### config.mk
export PLATFORM = sky130hd
export DESIGN_NAME = retire_monitor_flat
export DESIGN_NICKNAME = d
export VERILOG_FILES = /design/src/rtl/retire_if.sv /design/src/rtl/retire_monitor.sv /design/src/flat_wrapper.sv
export SDC_FILE = /design/constraint.sdc
export NUM_CORES = 1
export LEC_CHECK = 0
export ABC_AREA = 1
export CAP_MARGIN = 20
export CORE_MARGIN = 3
export CORE_UTILIZATION = 38
export DETAILED_ROUTE_END_ITERATION = 8
export PLACE_DENSITY_LB_ADDON = 0.2
export SYNTH_ARGS = -nofsm -noshare
export SYNTH_HDL_FRONTEND = slang
export SYNTH_SLANG_ARGS = --single-unit
### constraint.sdc
create_clock -name clk -period 1.5 [get_ports clk]
set_clock_uncertainty 0.1 [all_clocks]
set_input_delay 0.225 -clock clk [delete_from_list [all_inputs] [get_ports clk]]
set_output_delay 0.225 -clock clk [all_outputs]
set_load 0.05 [all_outputs]
### src/rtl/retire_if.sv
// retire_if: writeback/retire bus from the core plus the status returned by retire_monitor.
interface retire_if;
  logic        wb_valid;
  logic        wb_is_halt;
  logic        wb_we;
  logic [2:0]  wb_rd;
  logic [15:0] wb_data;
  logic        mem_busy;
  logic        halt_out;
  logic [15:0] ret_val;
  logic        timeout;
  logic        late_retire;
  logic [31:0] retired_count;
  modport master (
    output wb_valid, wb_is_halt, wb_we, wb_rd, wb_data, mem_busy,
    input  halt_out, ret_val, timeout, late_retire, retired_count
  );
  modport slave (
    input  wb_valid, wb_is_halt, wb_we, wb_rd, wb_data, mem_busy,
    output halt_out, ret_val, timeout, late_retire, retired_count
  );
endinterface

### src/rtl/retire_monitor.sv
// retire_monitor: tracks retirement, captures the return register and sequences halt through a store drain.
// Define RETIRE_COUNT_EN to build the saturating retired_count register; otherwise it reads 0.
module retire_monitor #(
  parameter int RET_REG   = 3,
  parameter int DRAIN_MAX = 1024
) (
  input logic     clk,
  input logic     rst,
  retire_if.slave bus
);
  localparam int DW = $clog2(DRAIN_MAX) + 1;
  localparam logic RET_EN = RET_REG != 0;
  typedef enum logic [1:0] {RUN, DRAIN, HALTED} state_t;
  state_t        state_q;
  logic [DW-1:0] drain_q;
  logic [1:0]    idle_q;
  logic [15:0]   ret_q;
  logic          to_q;
  logic          late_q;
  always_ff @(posedge clk or posedge rst)
    if (rst) begin
      state_q <= RUN;
      drain_q <= '0;
      idle_q  <= '0;
      ret_q   <= '0;
      to_q    <= 1'b0;
      late_q  <= 1'b0;
    end else begin
      late_q <= late_q | (bus.wb_valid && state_q != RUN);
      case (state_q)
        RUN:
          if (bus.wb_valid) begin
            if (bus.wb_is_halt) begin
              state_q <= DRAIN;
              drain_q <= '0;
              idle_q  <= '0;
            end else if (RET_EN && bus.wb_we && bus.wb_rd == 3'(RET_REG))
              ret_q <= bus.wb_data;
          end
        DRAIN: begin
          // two idle cycles already seen wins over a simultaneous drain limit
          if (idle_q == 2'd2)
            state_q <= HALTED;
          else if (drain_q == DW'(DRAIN_MAX - 1)) begin
            state_q <= HALTED;
            to_q    <= 1'b1;
          end
          drain_q <= drain_q + 1'b1;
          idle_q  <= bus.mem_busy ? 2'd0 : idle_q + 2'd1;
        end
        default: ;
      endcase
    end
  assign bus.halt_out    = state_q == HALTED;
  assign bus.ret_val     = ret_q;
  assign bus.timeout     = to_q;
  assign bus.late_retire = late_q;
`ifdef RETIRE_COUNT_EN
  logic [31:0] cnt_q;
  always_ff @(posedge clk or posedge rst)
    if (rst)
      cnt_q <= '0;
    else if (state_q == RUN && bus.wb_valid && cnt_q != '1)
      cnt_q <= cnt_q + 1'b1;
  assign bus.retired_count = cnt_q;
`else
  assign bus.retired_count = '0;
`endif
endmodule

### src/flat_wrapper.sv
// flat-port wrapper written by rule: the top's interface ports become plain ports
module retire_monitor_flat 
#(
  parameter int RET_REG   = 3,
  parameter int DRAIN_MAX = 1024
)
  (clk, rst, bus_wb_valid, bus_wb_is_halt, bus_wb_we, bus_wb_rd, bus_wb_data, bus_mem_busy, bus_halt_out, bus_ret_val, bus_timeout, bus_late_retire, bus_retired_count);
  retire_if bus_i ();
  input logic clk;
  input logic rst;
  input wire logic [$bits(bus_i.wb_valid)-1:0] bus_wb_valid;
  input wire logic [$bits(bus_i.wb_is_halt)-1:0] bus_wb_is_halt;
  input wire logic [$bits(bus_i.wb_we)-1:0] bus_wb_we;
  input wire logic [$bits(bus_i.wb_rd)-1:0] bus_wb_rd;
  input wire logic [$bits(bus_i.wb_data)-1:0] bus_wb_data;
  input wire logic [$bits(bus_i.mem_busy)-1:0] bus_mem_busy;
  output wire logic [$bits(bus_i.halt_out)-1:0] bus_halt_out;
  output wire logic [$bits(bus_i.ret_val)-1:0] bus_ret_val;
  output wire logic [$bits(bus_i.timeout)-1:0] bus_timeout;
  output wire logic [$bits(bus_i.late_retire)-1:0] bus_late_retire;
  output wire logic [$bits(bus_i.retired_count)-1:0] bus_retired_count;
  assign bus_i.wb_valid = bus_wb_valid;
  assign bus_i.wb_is_halt = bus_wb_is_halt;
  assign bus_i.wb_we = bus_wb_we;
  assign bus_i.wb_rd = bus_wb_rd;
  assign bus_i.wb_data = bus_wb_data;
  assign bus_i.mem_busy = bus_mem_busy;
  assign bus_halt_out = bus_i.halt_out;
  assign bus_ret_val = bus_i.ret_val;
  assign bus_timeout = bus_i.timeout;
  assign bus_late_retire = bus_i.late_retire;
  assign bus_retired_count = bus_i.retired_count;
  retire_monitor #(.RET_REG(RET_REG), .DRAIN_MAX(DRAIN_MAX)) u_core (.clk(clk), .rst(rst), .bus(bus_i));
endmodule
==> impl_metrics.json <==
{
  "status": "complete, no violations",
  "syn_to_final_growth_pct": 44.5,
  "drtIter0Drc": 122,
  "start_kind": "register",
  "async_flop_share_pct": 100,
  "use_met1_pct": 18.8,
  "fin_util_pct": 58.8,
  "power_frac_seq_pct": 36.5,
  "fin_crit_sh_pct": 95.4,
  "grtUsageMet3_pct": 4.67,
  "synth_edf_count": 0,
  "p_int_mw": 1.95,
  "yosysWarnings": 0,
  "synthFlopType": "dfrtp_1",
  "n_fill_cell": 401,
  "endpoint_kind": "output port",
  "cellLeakagePower_nw": 1.32,
  "grt_first_pass_wirelength_um": 6350,
  "post-dp-hpwl_um": 3050,
  "vias_per_cell": 4.49,
  "overflow": 0,
  "yosysTopAreaCell": "dfrtp_1",
  "timing_hold_violations_final": 0,
  "die_y_um": 75.2,
  "cts_buffers": 5,
  "finalNetCount": 311,
  "io_pins": 76,
  "switching_share_pct": 39.4,
  "hold_ws_ns": 0.155,
  "core_area_um2": 4470,
  "synth_top_area_share_pct": 45.4,
  "placed_area_um2": 2480,
  "finalCriticalPeriod_ns": 1.43,
  "synth_common_cells": "nand2_1, buf_4, dfrtp_1, nand3_1, inv_1",
  "drc_errors": 0,
  "drive_gt1_share_pct": 19.0,
  "grt_usage_pct": 14.7,
  "die_x_um": 75.2,
  "syn_area_um2": 1820,
  "synth.ff_latch_count": 33,
  "htreeDepth": 2,
  "worstHoldPathType": "in2async",
  "dr.pass1.iters": 4,
  "finalPower_mw": 3.22,
  "root_buffer": "clkbuf_8",
  "start_util_pct": 40.7,
  "clockPowerShare_pct": 21.1,
  "final_area_um2": 2630,
  "worstSetupPathType": "reg2out",
  "clock_latency_ns": 0.28,
  "first_global_vias": 1421,
  "clk_pin_slew_worst_paths_ns": 0.07,
  "ant_nets": 0,
  "antenna_cells": 0,
  "ff2ff_setup_slack_ns": 0.10,
  "drv_cap": 0,
  "drv_slew": 0,
  "synth_cell_type_count": 23,
  "clock_sinks": 33,
  "setup_viol": 0,
  "cp.arrival_ns": 1.11,
  "path_max_fanout": 5,
  "grt_max_degree": 22,
  "grtUsageMet2_pct": 23.9,
  "gp_congestion": 0.841,
  "rsz0062_at_grt": "false",
  "synth-seq-area-share_pct": 45.4,
  "ir_drop_mv": 0.709,
  "cts_tree": "built",
  "wl_per_cell_um": 11.6,
  "pwr-share-comb_pct": 42.4,
  "worstPathRequired_ns": 1.17,
  "synthTopCellsByArea": "dfrtp_1, buf_4, nand2_1",
  "port-buffer-count": 43,
  "antenna_found_initial": 0,
  "dieArea_um2": 5650,
  "clock.fmax_ghz": 0.699,
  "yosysMostFrequentCell": "nand2_1",
  "syn_avg_cell_area_um2": 8.19,
  "num_vias": 1507,
  "busiest_layer": "met2",
  "cts.path.max_buffers": 2,
  "wl_um": 3910,
  "syn_inst": 222,
  "p_per_area_nw_per_um2": 1220,
  "p_sw_mw": 1.27,
  "rows": 24
}
[cell type report]
class	count	area (um^2)	share of cell area (%)
clock buffers	7	86.3	3.28
inverters	23	86.3	3.28
multi-input cells	162	811	30.8
flip-flops and latches	33	827	31.5
well taps	52	65.1	2.48
repair buffers	59	753	28.7
[cells by family after synthesis]
kind of cell	after synthesis	share of synthesized area (%)
AND/OR/NAND/NOR	110	27.4
buffers and inverters	58	19.3
flip-flops	33	45.4
AO/OA/AOI/OAI	14	4.47
XOR/XNOR	4	1.93
adder cells (fa/ha/maj)	2	1.38
other	1	0.206
[placed cells by master, fill, tap and decap left out, drive strengths merged]
cell	netlist	layout
clkdlybuf4s50	0	24
nand4	3	3
nor3b	1	1
conb	1	32
dfrtp	33	33
buf	35	35
nor2	8	8
a21oi	2	2
clkbuf	0	7
nand3	30	30
o21ai	6	6
nor3	3	3
xnor2	1	1
o22ai	3	3
o31ai	1	1
nand2	63	63
inv	23	23
or2	1	1
xor2	3	3
ha	2	2
nor4	1	1
o21bai	2	2
[power groups by stage]
stage | Combinational, mW | Sequential, mW | Clock [mW]
after CTS | 1.32 | 1.17 | 0.703
after detailed placement | 1.31 | 1.19 | 0
after global routing | 1.48 | 1.19 | 0.749
final | 1.36 | 1.17 | 0.679
after floorplan | 0.625 | 1.34 | 0
after global placement | 1.30 | 1.18 | 0
[registers in the layout (all words and copies together), names as in the netlist]
register,cells
u_core.drain_q,11
u_core.state_q,2
u_core.bus.late_retire,1
u_core.bus.ret_val,16
u_core.bus.timeout,1
u_core.idle_q,2
[routing by layer]
layer / part of all wire [%] / vias up
li1: - / 762
met1: 42 / 688
met2: 50 / 53
met3: 6.9 / 4
met4: 0.87 / 0
met5: 0 / -
[repair_timing]
| item | 4_1_cts | 5_1_grt |
|---|---|---|
| endpoints found under the setup margin | 1 | 8 |
| pin swaps | 0 | 1 |
| hold buffers | 0 | 0 |
| gates resized for setup | 1 | 11 |
| setup buffers | 0 | 1 |
[stage by stage]
step           instances  setup TNS [ns]  setup WS [ns]
2_1_floorplan        253               0        0.00146
3_3_place_gp         328           -2.03         -0.134
3_5_place_dp         328           -2.28         -0.158
4_1_cts              335               0        0.00494
5_1_grt              336               0       0.000607
6_report             336               0         0.0685
[worst max-delay path, cell delays in order, from the launching register on]
cell and delay, ns:
dfrtp_2 0.44, nor2_1 0.21, buf_12 0.17
[path summary, 6_finish.rpt]
path | start | depth (start not counted) | end
hold reg to reg | u_core.idle_q[1] | 2 | u_core.idle_q[1]
hold / removal | rst | 3 | u_core.bus.ret_val[8]
setup reg to reg | u_core.drain_q[0] | 6 | u_core.state_q[1]
setup / recovery | u_core.state_q[0] | 2 | bus_halt_out
min in group clk | u_core.idle_q[1] | 2 | u_core.idle_q[1]
max in group asynchronous | rst | 3 | u_core.state_q[0]
No activity file was read; power rests on OpenSTA's default activity.
